**src/rtl/cache_fill_fsm_pkg.sv**
```systemverilog
// cache_fill_fsm_pkg: shared encodings and constants for the cache miss fill engine
package cache_fill_fsm_pkg;
    typedef enum logic [1:0] {
        IDLE  = 2'b00,
        ISSUE = 2'b01,
        DRAIN = 2'b10
    } state_t;
    localparam logic [15:0] BLOCK_MASK = 16'hFFF0;
    localparam int BLOCK_WORDS = 8;
    localparam logic TGT_D = 1'b1;
    localparam logic TGT_I = 1'b0;
endpackage

```
**src/rtl/cache_fill_fsm_fill_counter.sv**
```systemverilog
// fill_counter: 3-bit word counter with sync clear, enable and terminal-count flag built from dff cells
module dff (
    input  logic clk,
    input  logic rst,
    input  logic d,
    output logic q
);
    // single storage bit, cleared by the asynchronous reset
    always_ff @(posedge clk or posedge rst)
        if (rst) q <= 1'b0;
        else q <= d;
endmodule

module fill_counter #(
    parameter int LAST = 7
) (
    input  logic       clk,
    input  logic       rst,
    input  logic       clr,
    input  logic       en,
    output logic [2:0] count,
    output logic       tc
);
    logic [2:0] nxt;
    // counting past the last word wraps to 0, ready for the next block
    assign nxt = clr ? 3'd0 : en ? count + 3'd1 : count;
    assign tc = count == 3'(LAST);
    for (genvar i = 0; i < 3; i++) begin : g_bit
        dff u_dff (.clk(clk), .rst(rst), .d(nxt[i]), .q(count[i]));
    end
endmodule

```
**src/rtl/cache_fill_fsm.sv**
```systemverilog
// cache_fill_fsm: fetches a missing 16-byte block from pipelined memory into the I- or D-cache
module cache_fill_fsm #(
    parameter int BLOCK_WORDS = cache_fill_fsm_pkg::BLOCK_WORDS,
    parameter int MEM_LATENCY = 4
) (
    input  logic        clk,
    input  logic        rst,
    input  logic        d_miss,
    input  logic [15:0] d_miss_addr,
    input  logic        i_miss,
    input  logic [15:0] i_miss_addr,
    output logic        mem_enable,
    output logic [15:0] mem_addr,
    input  logic [15:0] mem_data,
    input  logic        mem_data_valid,
    output logic        stall_data_miss,
    output logic        stall_inst_miss,
    output logic        fill_target,
    output logic [2:0]  fill_word_idx,
    output logic [15:0] fill_data,
    output logic        data_array_we,
    output logic        tag_array_we,
    output logic        fsm_busy
);
    import cache_fill_fsm_pkg::*;

    // the counters are 3 bits wide, so only an 8-word block fits; memory must have nonzero latency
    if (BLOCK_WORDS != 8 || MEM_LATENCY < 1) begin : g_bad_params
        $error("cache_fill_fsm: unsupported BLOCK_WORDS/MEM_LATENCY");
    end

    state_t      state;
    logic        target;
    logic [15:0] base;
    logic [2:0]  issue_cnt;
    logic [2:0]  recv_cnt;
    logic        issue_last;
    logic        recv_last;

    assign fsm_busy = state != IDLE;
    assign mem_enable = state == ISSUE;
    assign mem_addr = mem_enable ? base + {12'd0, issue_cnt, 1'b0} : 16'd0;
    // returns arriving in IDLE (e.g. stragglers after a reset) are dropped
    assign data_array_we = fsm_busy & mem_data_valid;
    assign tag_array_we = data_array_we & recv_last;
    assign fill_data = data_array_we ? mem_data : 16'd0;
    assign fill_word_idx = recv_cnt;
    assign fill_target = target;
    assign stall_data_miss = d_miss | (fsm_busy & target);
    assign stall_inst_miss = i_miss | (fsm_busy & ~target);

    fill_counter #(.LAST(BLOCK_WORDS - 1)) u_issue_cnt (
        .clk(clk), .rst(rst), .clr(~fsm_busy), .en(mem_enable),
        .count(issue_cnt), .tc(issue_last)
    );

    fill_counter #(.LAST(BLOCK_WORDS - 1)) u_recv_cnt (
        .clk(clk), .rst(rst), .clr(~fsm_busy), .en(data_array_we),
        .count(recv_cnt), .tc(recv_last)
    );

    // accept a miss (D before I), issue all reads, then wait for the last return
    always_ff @(posedge clk or posedge rst) begin
        if (rst) begin
            state  <= IDLE;
            target <= TGT_I;
            base   <= 16'd0;
        end else begin
            case (state)
                IDLE:
                    if (d_miss) begin
                        base   <= d_miss_addr & BLOCK_MASK;
                        target <= TGT_D;
                        state  <= ISSUE;
                    end else if (i_miss) begin
                        base   <= i_miss_addr & BLOCK_MASK;
                        target <= TGT_I;
                        state  <= ISSUE;
                    end
                ISSUE:
                    if (tag_array_we) state <= IDLE;
                    else if (issue_last) state <= DRAIN;
                DRAIN:
                    if (tag_array_we) state <= IDLE;
                default: state <= IDLE;
            endcase
        end
    end
endmodule
```
**config.mk**
```make
export PLATFORM = sky130hd
export DESIGN_NAME = cache_fill_fsm
export DESIGN_NICKNAME = d
export VERILOG_FILES = /design/src/rtl/cache_fill_fsm_pkg.sv /design/src/rtl/cache_fill_fsm_fill_counter.sv /design/src/rtl/cache_fill_fsm.sv
export SDC_FILE = /design/constraint.sdc
export NUM_CORES = 1
export LEC_CHECK = 0
export ABC_AREA = 1
export BUFFER_PORTS_ARGS = -buffer_cell sky130_fd_sc_hd__buf_2
export CAP_MARGIN = 20
export CORE_ASPECT_RATIO = 1.2
export CORE_UTILIZATION = 35
export DETAILED_ROUTE_END_ITERATION = 8
export PLACE_DENSITY_LB_ADDON = 0.15
export SYNTH_ARGS = -nofsm -noshare
export SYNTH_HDL_FRONTEND = slang
export SYNTH_SLANG_ARGS = --single-unit
export TNS_END_PERCENT = 1
```
**constraint.sdc**
```tcl
create_clock -name clk -period 1 [get_ports clk]
set_input_delay 0.2 -clock clk [delete_from_list [all_inputs] [get_ports clk]]
set_output_delay 0.2 -clock clk [all_outputs]
set_load 0.05 [all_outputs]
```
==> metrics.md <==
| Metric | Value |
|---|---|
| CP delay by family, top | `flip-flops` |
| First-pass GRT wire length | `6250 um` |
| Worst Slack Setup Final | `-0.500 ns` |
| Crit-path cells | `inv_2 -> nand2_4 -> nand2_8 -> inv_2 -> buf_4` |
| Area of placed instances | `2150 um^2` |
| Share of cells above drive strength 1 | `53.0%` |
| Failing checks | `negative setup slack` |
| Crit path kind | `reg2out` |
| Worst setup SP type | `flop` |
| Top Ports | `95` |
| Clock slew at reported path FFs | `0.07 ns` |
| Starting density of the core | `36.6%` |
| Most frequent CP cell | `inv_2` |
| Flop2flop setup slack | `-0.32 ns` |
| Final nets | `around 350` |
| Pwr Density | `between 3000 and 4000 nW/um^2` |
| Post-synth EDFFs | `0` |
| Seq/Total Area, Yosys | `39.1%` |
| Run status | `complete, but fails checks` |
| Design Area, Final | `2540 um^2` |
| TritonRoute pass-1 iters | `6` |
| Max FO, Critical Path | `18` |
| Die Wd | `58.5 um` |
| Share of the synthesized area in the top cell type | `39.1%` |
| Vias | `1468` |
| Die Ht | `around 70 um` |
| Vias per inst | `4.22` |
| Vias in the first global route | `1474` |
| Net Sw Frac | `between 50% and 60%` |
| Top cells by count, synth | `nand2_1, inv_1, nor2_1, dfrtp_1, o21ai_1` |
| Num rows | `24` |
| Synthesized area | `roughly 1300 um^2` |
| Routed length per instance | `10.4 um` |
| Top-count cell post-synth | `nand2_1` |
| DRC viols | `0` |
| Post-synth top area cell | `dfrtp_1` |
| CTS tree | `yes` |
| Yosys warnings | `0` |
| FF-to-FF Start | `state[1]` |
| Sequential share of power | `17.1%` |
| FF-to-FF path depth | `8` |
| Detail Placement HPWL | `about 2700 um` |
| GRT overflow | `0` |
| Final setup vio count | `60` |
| Area grow syn2layout | `88.9%` |
| Cell count after synthesis | `197` |
| Post-synth ARST share | `100%` |
| Htree depth | `1` |
| Hold Crit Start | `i_miss_addr[5]` |
| CTS sink count | `21` |
| Dpl ws | `-0.400 ns` |
| Int Power | `just under 4 mW` |
| WP buf/inv | `3` |
| TritonCTS Buffers | `3` |
| Sw power | `4.27 mW` |
| Top cells by area, synth | `dfrtp_1, nand2_1, inv_1` |
| Worst EP required | `0.80 ns` |
| # Max-Cap Violations | `0` |
| Min-Delay Path Depth | `5` |
| IO buf count | `85` |
| Initial antenna violation count | `0` |
| Worst-skew pair later-pin latency | `0.25 ns` |
| Yosys cell types | `19` |
| Clock Power Share | `6.6%` |
| Routability Congestion | `between 0.6 and 0.7` |
| Worst IR Drop VDD | `1480 uV` |
| RSZ-0062 raised after global routing | `true` |
| Core Region | `around 3700 um^2` |
| Worst-case clock skew | `0.00210 ns` |
| Period utilisation layout | `150%` |
| Root Buffer | `clkbuf_8` |
| Hold Path Class | `in2reg` |
| Fill cells | `327` |
| Post-route minimum period | `1.50 ns` |
| Max-slew violations | `0` |
| CP Capture Type | `primary output` |
| Pin count of the biggest net entering global routing | `27` |
| Peak Freq | `0.667 GHz` |
| Clock buffer depth | `2` |
| Number of setup buffers added after CTS | `0` |
| Net count after synthesis | `254` |
| Hold EP | `base[5]` |
| Total Die Area | `4090 um^2` |
| Register bit total from synthesis | `21` |
| Iteration-0 DRC Markers | `43` |
| CP peak stage delay | `0.44 ns` |
| Crit path DAT | `1.30 ns` |
| Antenna cells | `0` |
| Antenna-violating nets left | `0` |
| WL final | `between 3000 and 4000 um` |
| Leakage power | `1.36 nW` |
| Comb pwr share | `76.3%` |
| Hold Violations, Final | `0` |
| Worst path slowest cell | `dfrtp_2` |
| Total power | `8.16 mW` |
| Total GRT Usage | `19.3%` |
| Synth Area per Inst | `6.81 um^2` |
| Synth Flop Type | `dfrtp_1` |
| R2r endpoint | `base[9]` |
==> area by class of cell <==
cell class,count,area (um^2),share of cell area (%)
well taps,52,65.1,2.57
clock buffers,4,45.0,1.78
inverters,41,156,6.17
multi-input cells,125,827,32.6
flip-flops and latches,21,527,20.8
repair buffers,105,916,36.1
==> state kept, by name, indices dropped and copies added, names as in the netlist <==
register,count
u_issue_cnt.g_bit.u_dff.q,3
base,12
fill_target,1
u_recv_cnt.g_bit.u_dff.q,3
state,2
==> cells by family after synthesis <==
| kind of cell | synth area share [%] |
|---|---|
| AOI/OAI and AO/OA | 7.83 |
| adders and majority gates | 3.73 |
| buffers and inverters | 17.3 |
| DFF | 39.1 |
| other | 0.279 |
| and+or+nand+nor | 31.7 |
==> worst register-to-register path, delay by kind of cell, from the launching register on <==
kind                   cells  cell delay [ns]
AOI/OAI and AO/OA          1             0.07
buffers and inverters      4             0.51
DFF                        1             0.44
and+or+nand+nor            3             0.24
==> metal layers <==
| layer | GRT usage, % | share of wire (%) |
|---|---|---|
| met4 | 5.03 | 0.72 |
| met3 | 2.24 | 2.7 |
| met2 | 34.6 | 55 |
| met1 | 23.8 | 42 |
| met5 | 0 | 0 |
==> cell usage in the layout (no fill, tap or decap) <==
master	Yosys	routed
clkbuf_1	0	1
buf_6	3	38
nand4_1	1	1
nand3_1	5	4
nand2_8	0	1
buf_4	4	13
inv_1	38	35
nor2_4	1	26
nor2_8	1	1
o21bai_2	0	1
ha_1	4	1
dlygate4sd3_1	0	1
nand2_4	2	1
o21bai_4	0	1
dfrtp_1	21	20
dfrtp_2	0	1
conb_1	1	1
nand2_1	58	58
buf_12	0	5
o21ai_0	5	3
buf_8	0	4
inv_2	3	5
inv_4	0	1
clkbuf_8	0	3
nor2_2	1	7
ha_2	0	3
o21ai_2	0	1
nand3_2	0	1
o21ai_1	13	14
buf_2	3	44
==> what timing repair did <==
item | CTS | global route
resized for setup | 95 | 7
cloned | 0 | 0
endpoints found under the setup margin | 60 | 61
pin swaps | 0 | 4
hold buffers | 1 | 0
endpoints found under the hold margin | 6 | 0
==> power by group through the flow <==
| stage | registers, mW | clock network [mW] | logic [mW] |
|---|---|---|---|
| 2_1_floorplan | 1.46 | 0 | 3.90 |
| 3_3_place_gp | 1.39 | 0 | 5.12 |
| 3_5_place_dp | 1.40 | 0 | 5.16 |
| 4_1_cts | 1.39 | 0.558 | 6.16 |
| 5_1_grt | 1.44 | 0.589 | 6.58 |
| 6_report | 1.39 | 0.539 | 6.22 |
==> how the worst max path moves through the flow <==
stage | start | to | slack (ns) | cells after the start
3_5_place_dp | state[1] | data_array_we | -0.40 | 5
3_3_place_gp | state[1] | data_array_we | -0.38 | 5
4_1_cts | state[1] | stall_data_miss | -0.53 | 6
5_1_grt | state[1] | mem_addr[3] | -0.56 | 5
6_report | state[1] | data_array_we | -0.50 | 5
2_1_floorplan | state[0] | mem_addr[10] | -0.55 | 5
==> metrics by stage <==
step	hold slack [ns]	setup TNS [ns]	utilization, %	std cells
6_report	0.249	-22.70	69.2	348
4_1_cts	0.243	-23.81	68.4	348
5_1_grt	0.271	-26.47	69.2	348
3_5_place_dp	0.158	-17.20	58.6	343
2_1_floorplan	0.177	-20.81	-	197
3_3_place_gp	0.163	-16.28	58.6	343
Power figures use the tool's default switching activity.
